===== config.mk =====
export PLATFORM = sky130hd
export DESIGN_NAME = ssp_host_seq
export DESIGN_NICKNAME = d
export VERILOG_FILES = /design/src/rtl/ssp_host_pkg.sv /design/src/rtl/ssp_sck_gen.sv /design/src/rtl/ssp_host_seq.sv
export SDC_FILE = /design/constraint.sdc
export NUM_CORES = 1
export LEC_CHECK = 0
export ABC_AREA = 0
export CORE_ASPECT_RATIO = 0.9
export CORE_MARGIN = 4
export CORE_UTILIZATION = 44
export CTS_CLUSTER_DIAMETER = 150
export DETAILED_ROUTE_END_ITERATION = 10
export GPL_TIMING_DRIVEN = 0
export PLACE_DENSITY = 0.81
export SLEW_MARGIN = 30
export SYNTH_ARGS = -nofsm -noshare
export SYNTH_HDL_FRONTEND = slang
export SYNTH_SLANG_ARGS = --single-unit

===== constraint.sdc =====
create_clock -name Clk -period 1.9 [get_ports Clk]
set_input_delay 0.57 -clock Clk [delete_from_list [all_inputs] [get_ports Clk]]
set_output_delay 0.57 -clock Clk [all_outputs]
set_load 0.05 [all_outputs]

===== src/rtl/ssp_host_pkg.sv =====
// rtl/ssp_host_pkg.sv - shared constants and state type for the SSP host frame sequencer
package ssp_host_pkg;

    localparam logic [2:0] UCR = 3'b000;
    localparam logic [2:0] USR = 3'b001;
    localparam logic [2:0] TDR = 3'b010;
    localparam logic [2:0] RDR = 3'b011;
    localparam logic [2:0] SPR = 3'b100;

    localparam int         FRAME_BITS = 16;
    localparam logic [3:0] EN_BIT     = 4'd3;
    localparam logic [3:0] EOC_BIT    = 4'd15;

    typedef enum logic [2:0] {
        ST_IDLE,
        ST_SETUP,
        ST_SHIFT,
        ST_CAPTURE,
        ST_RESP,
        ST_GAP
    } seq_state_t;

endpackage


===== src/rtl/ssp_sck_gen.sv =====
// rtl/ssp_sck_gen.sv - SCK divider with predictive rise/fall strobes (asserted the cycle before sck changes)
// With run low the divider still counts and rise marks each half-period boundary while sck holds low.
module ssp_sck_gen #(
    parameter int SCK_DIV = 3
) (
    input  logic clk,
    input  logic rst,
    input  logic clr,
    input  logic en,
    input  logic run,
    output logic sck,
    output logic rise,
    output logic fall
);

    localparam int            DW       = (SCK_DIV < 2) ? 1 : $clog2(SCK_DIV);
    localparam logic [DW-1:0] DIV_LAST = DW'(SCK_DIV - 1);

    logic [DW-1:0] div_cnt;
    logic          tick;

    assign tick = en && (div_cnt == DIV_LAST);
    assign rise = tick && !sck;
    assign fall = tick && sck;

    always_ff @(posedge clk) begin
        if (rst || clr) begin
            div_cnt <= '0;
            sck     <= 1'b0;
        end else if (en) begin
            div_cnt <= tick ? '0 : div_cnt + 1'b1;
            if (tick && run) begin
                sck <= ~sck;
            end
        end
    end

endmodule


===== src/rtl/ssp_host_seq.sv =====
// rtl/ssp_host_seq.sv - host-side SSP frame sequencer: one command in, one 16-bit frame out, one response back
module ssp_host_seq
    import ssp_host_pkg::*;
#(
    parameter int SCK_DIV = 3,
    parameter int GAP_CYC = 4
) (
    input  logic        Clk,
    input  logic        Rst,
    input  logic        cmd_valid,
    output logic        cmd_ready,
    input  logic [2:0]  cmd_ra,
    input  logic        cmd_wnr,
    input  logic [11:0] cmd_wdata,
    output logic        rsp_valid,
    input  logic        rsp_ready,
    output logic [2:0]  rsp_ra,
    output logic        rsp_wnr,
    output logic [11:0] rsp_rdata,
    output logic        SSP_SSEL,
    output logic        SSP_SCK,
    output logic [2:0]  SSP_RA,
    output logic        SSP_WnR,
    output logic [11:0] SSP_DI,
    output logic        SSP_En,
    output logic        SSP_EOC,
    input  logic [11:0] SSP_DO
);

    localparam logic [3:0]    LAST_BIT = 4'(FRAME_BITS - 1);
    localparam int            GW       = (GAP_CYC < 2) ? 1 : $clog2(GAP_CYC);
    localparam logic [GW-1:0] GAP_LAST = GW'((GAP_CYC > 0) ? GAP_CYC - 1 : 0);

    seq_state_t    state, state_nx;
    logic [3:0]    bit_cnt, bit_cnt_nx;
    logic [GW-1:0] gap_cnt;
    logic          accept, rsp_fire, gap_done;
    logic          sck_en, sck_run, sck_rise, sck_fall;
    logic          ssel_d, en_d, eoc_d, cmd_ready_d, rsp_valid_d;

    assign accept   = cmd_valid && cmd_ready;
    assign rsp_fire = rsp_valid && rsp_ready;
    assign gap_done = (GAP_CYC == 0) || (gap_cnt == GAP_LAST);
    assign sck_en   = (state == ST_SETUP) || (state == ST_SHIFT);
    assign sck_run  = (state == ST_SHIFT);

    // SETUP reuses the divider with SCK frozen low; SHIFT then adds its own low half before the first rise.
    ssp_sck_gen #(
        .SCK_DIV (SCK_DIV)
    ) u_sck_gen (
        .clk  (Clk),
        .rst  (Rst),
        .clr  (!sck_en),
        .en   (sck_en),
        .run  (sck_run),
        .sck  (SSP_SCK),
        .rise (sck_rise),
        .fall (sck_fall)
    );

    always_ff @(posedge Clk) begin
        if (Rst) begin
            state <= ST_IDLE;
        end else begin
            state <= state_nx;
        end
    end

    always_comb begin
        state_nx = state;
        case (state)
            ST_IDLE:    if (accept) state_nx = ST_SETUP;
            ST_SETUP:   if (sck_rise) state_nx = ST_SHIFT;
            ST_SHIFT:   if (sck_fall && (bit_cnt == LAST_BIT)) state_nx = ST_CAPTURE;
            ST_CAPTURE: state_nx = ST_RESP;
            ST_RESP:    if (rsp_fire) state_nx = (GAP_CYC == 0) ? ST_IDLE : ST_GAP;
            ST_GAP:     if (gap_done) state_nx = ST_IDLE;
            default:    state_nx = ST_IDLE;
        endcase
    end

    // Registered outputs are decoded from the next state so they change on the same edge as the state.
    always_comb begin
        bit_cnt_nx = '0;
        if (state == ST_SHIFT) begin
            bit_cnt_nx = bit_cnt + {3'b000, sck_fall};
        end
        ssel_d      = state_nx inside {ST_SETUP, ST_SHIFT, ST_CAPTURE};
        en_d        = (state_nx == ST_SHIFT) && (bit_cnt_nx == EN_BIT);
        eoc_d       = (state_nx == ST_SHIFT) && (bit_cnt_nx == EOC_BIT);
        cmd_ready_d = (state_nx == ST_IDLE);
        rsp_valid_d = (state_nx == ST_RESP);
    end

    always_ff @(posedge Clk) begin
        if (Rst) begin
            bit_cnt   <= '0;
            gap_cnt   <= '0;
            cmd_ready <= 1'b0;
            rsp_valid <= 1'b0;
            rsp_ra    <= '0;
            rsp_wnr   <= 1'b0;
            rsp_rdata <= '0;
            SSP_SSEL  <= 1'b0;
            SSP_RA    <= '0;
            SSP_WnR   <= 1'b0;
            SSP_DI    <= '0;
            SSP_En    <= 1'b0;
            SSP_EOC   <= 1'b0;
        end else begin
            bit_cnt   <= bit_cnt_nx;
            gap_cnt   <= (state == ST_GAP) ? gap_cnt + 1'b1 : '0;
            cmd_ready <= cmd_ready_d;
            rsp_valid <= rsp_valid_d;
            SSP_SSEL  <= ssel_d;
            SSP_En    <= en_d;
            SSP_EOC   <= eoc_d;
            if (accept) begin
                SSP_RA  <= cmd_ra;
                SSP_WnR <= cmd_wnr;
                SSP_DI  <= cmd_wdata;
            end
            if (state == ST_CAPTURE) begin
                rsp_rdata <= SSP_DO;
                rsp_ra    <= SSP_RA;
                rsp_wnr   <= SSP_WnR;
            end
        end
    end

endmodule


After elaboration in Yosys (flattened, before gate mapping)
Index checks and enable logic that the tools add are counted.
{"block": "word_totals", "regBits": 49, "inputBits": 32}
{"block": "op_classes", "n_addsub": 3, "n_eq_ne": 14, "muxes": 8, "n_bitwise": 2, "reduce_logical": 18}
{"operator": "3-bit case mux with 6 select lines", "count": 1}
{"operator": "3-bit 2-to-1 mux", "count": 5}
{"operator": "3-bit by 2-bit equality test with 1-bit output, second input constant", "count": 4}
{"operator": "3-bit equality test, second input constant", "count": 3}
{"operator": "1-bit logical AND", "count": 9}
{"operator": "4-bit equality test, second input constant", "count": 2}
{"operator": "3-bit by 1-bit equality test with 1-bit output, second input constant", "count": 2}
{"operator": "3-bit logical NOT", "count": 2}
{"operator": "2-bit by 1-bit adder with 2-bit output, second input constant", "count": 2}
{"operator": "4-bit by 1-bit adder with 4-bit output", "count": 1}
{"operator": "2-bit equality test, second input constant", "count": 2}
{"operator": "4-bit by 2-bit equality test with 1-bit output, second input constant", "count": 1}
{"operator": "4-bit 2-to-1 mux", "count": 1}
{"operator": "3-bit nonzero test", "count": 1}
{"operator": "1-bit logical NOT", "count": 2}
{"operator": "1-bit logical OR", "count": 2}
{"operator": "2-bit 2-to-1 mux", "count": 1}
{"operator": "1-bit inverter", "count": 2}
{"operator": "2-bit AND reduction", "count": 1}
{"operator": "2-bit OR reduction", "count": 1}

Logic depth before layout (Yosys ltp)
Gate-level depths: netlist (run 1).
{"block": "depth", "word_depth": 9, "mapped_depth": 7, "mapped_depth_nobuf": 7}

Modules after synthesis
Synthesis (run 1) repeated with hierarchy kept, for this count alone.
{"block": "hier_totals", "cells_unflattened": 226, "hier_area_um2": 1991.9}
{"mod": "ssp_host_seq", "n_inst": 1, "cells_each": 210, "area_per_inst_um2": 1834.3}
{"mod": "ssp_sck_gen", "n_inst": 1, "cells_each": 16, "area_per_inst_um2": 157.7}

Worst setup path before layout (run 1)
No wires, ideal clock.
{"block": "synth_path", "path_type": "register to register", "startpoint": "register u_sck_gen.sck", "endpoint": "register SSP_EOC", "setup_time_ns": 0.114, "arrival_time_ns": 1.665, "required_time_ns": 1.786, "path_slack_ns": 0.122, "stages_incl_launch_ff": 7, "n_path_buf": 0, "path_cell_list": "dfxtp_1 and4bb_1 ha_1 ha_1 nand2b_1 o22ai_1 nor2b_1"}
{"block": "synth_via", "elab_chain_len": 6}
{"element": "start: declaration", "line": "ssp_sck_gen.sv:11", "source": "output logic sck,"}
{"element": "start signal: assignment", "line": "ssp_sck_gen.sv:33", "source": "sck <= ~sck;"}
{"element": "parallel branches: the longest is 5 deep, another holds 4-bit by 1-bit adder with 4-bit output"}
{"element": "1-bit logical AND *", "line": "ssp_host_seq.sv:90", "source": "eoc_d = (state_nx == ST_SHIFT) && (bit_cnt_nx == EOC_BIT);"}
{"element": "end signal: assignment", "line": "ssp_host_seq.sv:117", "source": "SSP_EOC <= eoc_d;"}
{"element": "end: declaration", "line": "ssp_host_seq.sv:26", "source": "output logic SSP_EOC,"}
Mark *: on every way between the ends.
A chain may end at the register's enable or synchronous reset.

Worst setup path in the final report (run 1)
{"block": "layout_path", "startpoint": "register u_sck_gen.sck", "endpoint": "output port SSP_SCK"}
{"element": "end: declaration", "line": "ssp_host_seq.sv:21", "source": "output logic SSP_SCK,"}
No word-level cell between the ends.

==> results of run 1 <==
registers in the layout, summed over array words and instances (netlist names), 2 cells and up:
signal and flops:
bit_cnt 4, rsp_ra 3, rsp_rdata 12, SSP_RA 3, SSP_DI 12, u_sck_gen.div_cnt 2
gap_cnt 2, state 3
cell type report:
type	count	area [sq um]
Fill cell	374	1380
Timing Repair Buffer	69	643
Tap cell	48	60.1
Clock buffer	7	86.3
Multi-Input combinational cell	160	872
Buffer	12	67.6
Inverter	2	7.51
Clock inverter	1	30.0
Sequential cell	49	986
cell usage after synthesis (all sizes together) (2+ instances only):
| master | number | area [sq um] |
|---|---|---|
| ha | 3 | 37.5 |
| nand2b | 3 | 18.8 |
| nor4b | 2 | 32.5 |
| xnor2 | 2 | 17.5 |
| inv | 2 | 7.51 |
| and3 | 2 | 12.5 |
| nand3 | 4 | 25.0 |
| nor3 | 2 | 10.0 |
| nor2b | 5 | 46.3 |
| clkbuf | 3 | 11.3 |
| nand2 | 72 | 273 |
| a21oi | 39 | 195 |
| buf | 9 | 56.3 |
| nor2 | 9 | 41.3 |
| and2 | 4 | 25.0 |
| dfxtp | 49 | 981 |
cells in the final DEF (no fill, tap or decap), drive strengths merged:
master         count
nor4               1
nand2             72
clkbuf            10
xor2               1
or2                1
mux4               1
inv                2
nor3b              1
nor4b              2
nand3              4
o31ai              1
nor2b              5
nor2               9
a21o               1
and2b              1
and4bb             1
dfxtp             49
xnor2              2
and3               2
o22ai              1
and2               4
bufinv             1
dlygate4sd2       38
or3b               1
buf                9
nand2b             3
clkdlybuf4s50     31
o21ai              1
a21oi             39
ha                 3
a31oi              1
nor3               2
cells by family after synthesis:
group	after synthesis	share of synthesized area, %
AND/OR/NAND/NOR	109	28.0
buffers and inverters	14	3.93
adder cells (fa/ha/maj)	3	1.97
multiplexers	1	1.18
AO/OA/AOI/OAI	44	12.2
flip-flops	49	51.4
XOR/XNOR	3	1.38
per-layer routing:
metal  up-vias  wire length, um  track usage [%]
met1       726             1890             18.4
met4         0               54             5.93
li1        881                -                -
met5         -                0                0
met3         5              394             8.12
met2        57             2100             27.2
worst min-delay path by stage:
stage	slack [ns]	end	startpoint	cells after the start
after floorplan	0.40	gap_cnt[0]	gap_cnt[0]	1
after detailed placement	0.41	gap_cnt[0]	gap_cnt[0]	1
final	0.43	gap_cnt[0]	gap_cnt[0]	1
after global placement	0.41	gap_cnt[0]	gap_cnt[0]	1
after CTS	0.43	gap_cnt[0]	gap_cnt[0]	1
after global routing	0.45	gap_cnt[0]	gap_cnt[0]	1
report_power, final:
| group | internal, mW | total [mW] | switching (mW) | leakage (nW) |
|---|---|---|---|---|
| Combinational | 0.106 | 0.249 | 0.143 | 0.704 |
| Clock | 0.429 | 0.749 | 0.320 | 0.0585 |
| Sequential | 1.05 | 1.07 | 0.0166 | 0.398 |
==> results by group, run 1 <==
Run status
  – Outcome: complete, no violations

Power and ir drop
  – PwrDens: roughly 750 mW/mm^2
  – Total power: roughly 2.1 mW
  – VDD IR max: 0.493 mV
  – Leakage: between 1 and 1.5 nW

Setup path
  – Reg2Reg Setup Slack: 0.14 ns
  – Worst setup EP type: primary output
  – Crit path depth: 1
  – Worst Setup SP: u_sck_gen.sck
  – CP top delay family: buffers and inverters
  – Critical path class: reg -> out
  – R2r worst-path depth: 7
  – Cell breakdown of the critical path: dlygate4sd2_1
  – Critical path data required time: approximately 1.3 ns
  – WP data arrival: between 1 and 1.5 ns
  – CP max stage delay: between 0.5 and 0.6 ns
  – CP Capture Point: SSP_SCK
  – Crit path launch type: flop
  – Worst Path Max Fanout: 4
  – Worst path buffer plus inverter count: 1
  – Reg-to-reg endpoint: SSP_EOC
  – Worst reg2reg path startpoint: state[0]
  – Slowest CP cell: dlygate4sd2_1

Finish
  – Area Growth Syn to Fin: 44.2%
  – Number of non-filler instances in the completed layout: between 300 and 400
  – Final std cell area, no fill: around 0.0028 sq mm
  – Diodes inserted: 0
  – Fin nets: 334
  – Layout cells sized above 1: under 10%
  – Util after Layout: 66.7%

Clock network
  – H-Tree Depth: 2
  – Root Buffer: clkbuf_8
  – CTS Buffer Depth: 2
  – Post-CTS Resized: 39
  – Reg clk slew, reported paths: ~0.08 ns
  – Post-CTS setup buffers: 0
  – Total clock sinks: 49
  – Hold Buf Count CTS: 0
  – CTS tree: yes
  – Later-pin clock latency in the skew report: 0.30 ns
  – CTS buffer count: 5

STA
  – Post-layout min period: roughly 1.8 ns
  – Actual slew at the worst max-slew pin: just over 0.5 ns
  – Max-slew violation count: 0
  – Hold Violations, Final: 0
  – Final hold slack: around 0.43 ns
  – Setup TNS Final: 0 ns
  – Final period utilization: 96.0%
  – RSZ-0062 raised after global routing: false
  – Slew headroom: between 60% and 70%
  – Final setup margin: around 0.076 ns
  – Worst clock skew: 0.00510 ns
  – Setup Viol. Count Final: 0
  – F_max: 548 MHz

Yosys
  – Synth Area per Inst: around 8.6 sq um
  – Net Count, Synth: about 260
  – FFs w/ async S/R, synth: 0%
  – Post-synthesis sequential element count: 49
  – Yosys warns: 0
  – Cell area after synthesis: roughly 0.0019 sq mm
  – Synth Flop Type: dfxtp_1
  – Post-synthesis sequential area ratio: between 50% and 60%
  – Distinct cell type count after synthesis: 37
  – EDFF count, synth: 0
  – Syn Inst Count: between 200 and 250

Global route
  – Gr usage total: between 10% and 20%
  – Number of global-route vias before repair: between 1.5k and 2k
  – Remaining global-route overflow: 0
  – Global-route wire length before repair: between 7000 and 8000 um
  – Largest net degree at the start of global routing: 15
  – Initial antenna violation count: 0

Floorplan
  – Chip width: approximately 77 um
  – Core area: about 0.0041 sq mm
  – Die height: 70.5 um
  – # IOs: 70
  – Row Count: 22
  – DIE AREA: approximately 0.0055 sq mm
  – Initial Utilization: a little under half

Place
  – Pre-CTS WS: -0.185 ns
  – Final Wtd Congestion: 0.780
  – Placed insts: between 300 and 400
  – Cell Area, Placed: approximately 0.0027 sq mm
  – DP Wirelength: approximately 3200 um
  – Number of buffers added on ports: between 60 and 70

Route
  – Vias per inst: 4.80
  – Drc violations: 0
  – Routed wire per std cell: ~13 um
  – Pre-antenna DRT Iters: 4
  – Routed vias: approximately 1.7k
  – Post-Route WL: approximately 4400 um
  – Antenna viol nets, final: 0
  – Initial drt markers: 56

Worst hold path
  – Hold Path Class: reg -> reg

Run
  – Max Cap Violations: 0
(Power assumes the default switching activity.)
==> run 2, diff against run 1 <==
--- a/config.mk
+++ b/config.mk
@@ -6,6 +6,7 @@
 export NUM_CORES = 1
 export LEC_CHECK = 0
 export ABC_AREA = 0
+export ABC_CLOCK_PERIOD_IN_PS = 1900
 export CORE_ASPECT_RATIO = 0.9
 export CORE_MARGIN = 4
 export CORE_UTILIZATION = 44
==> results of run 2 <==
The final DEF is identical to that of run 1; final timing and power are the same.
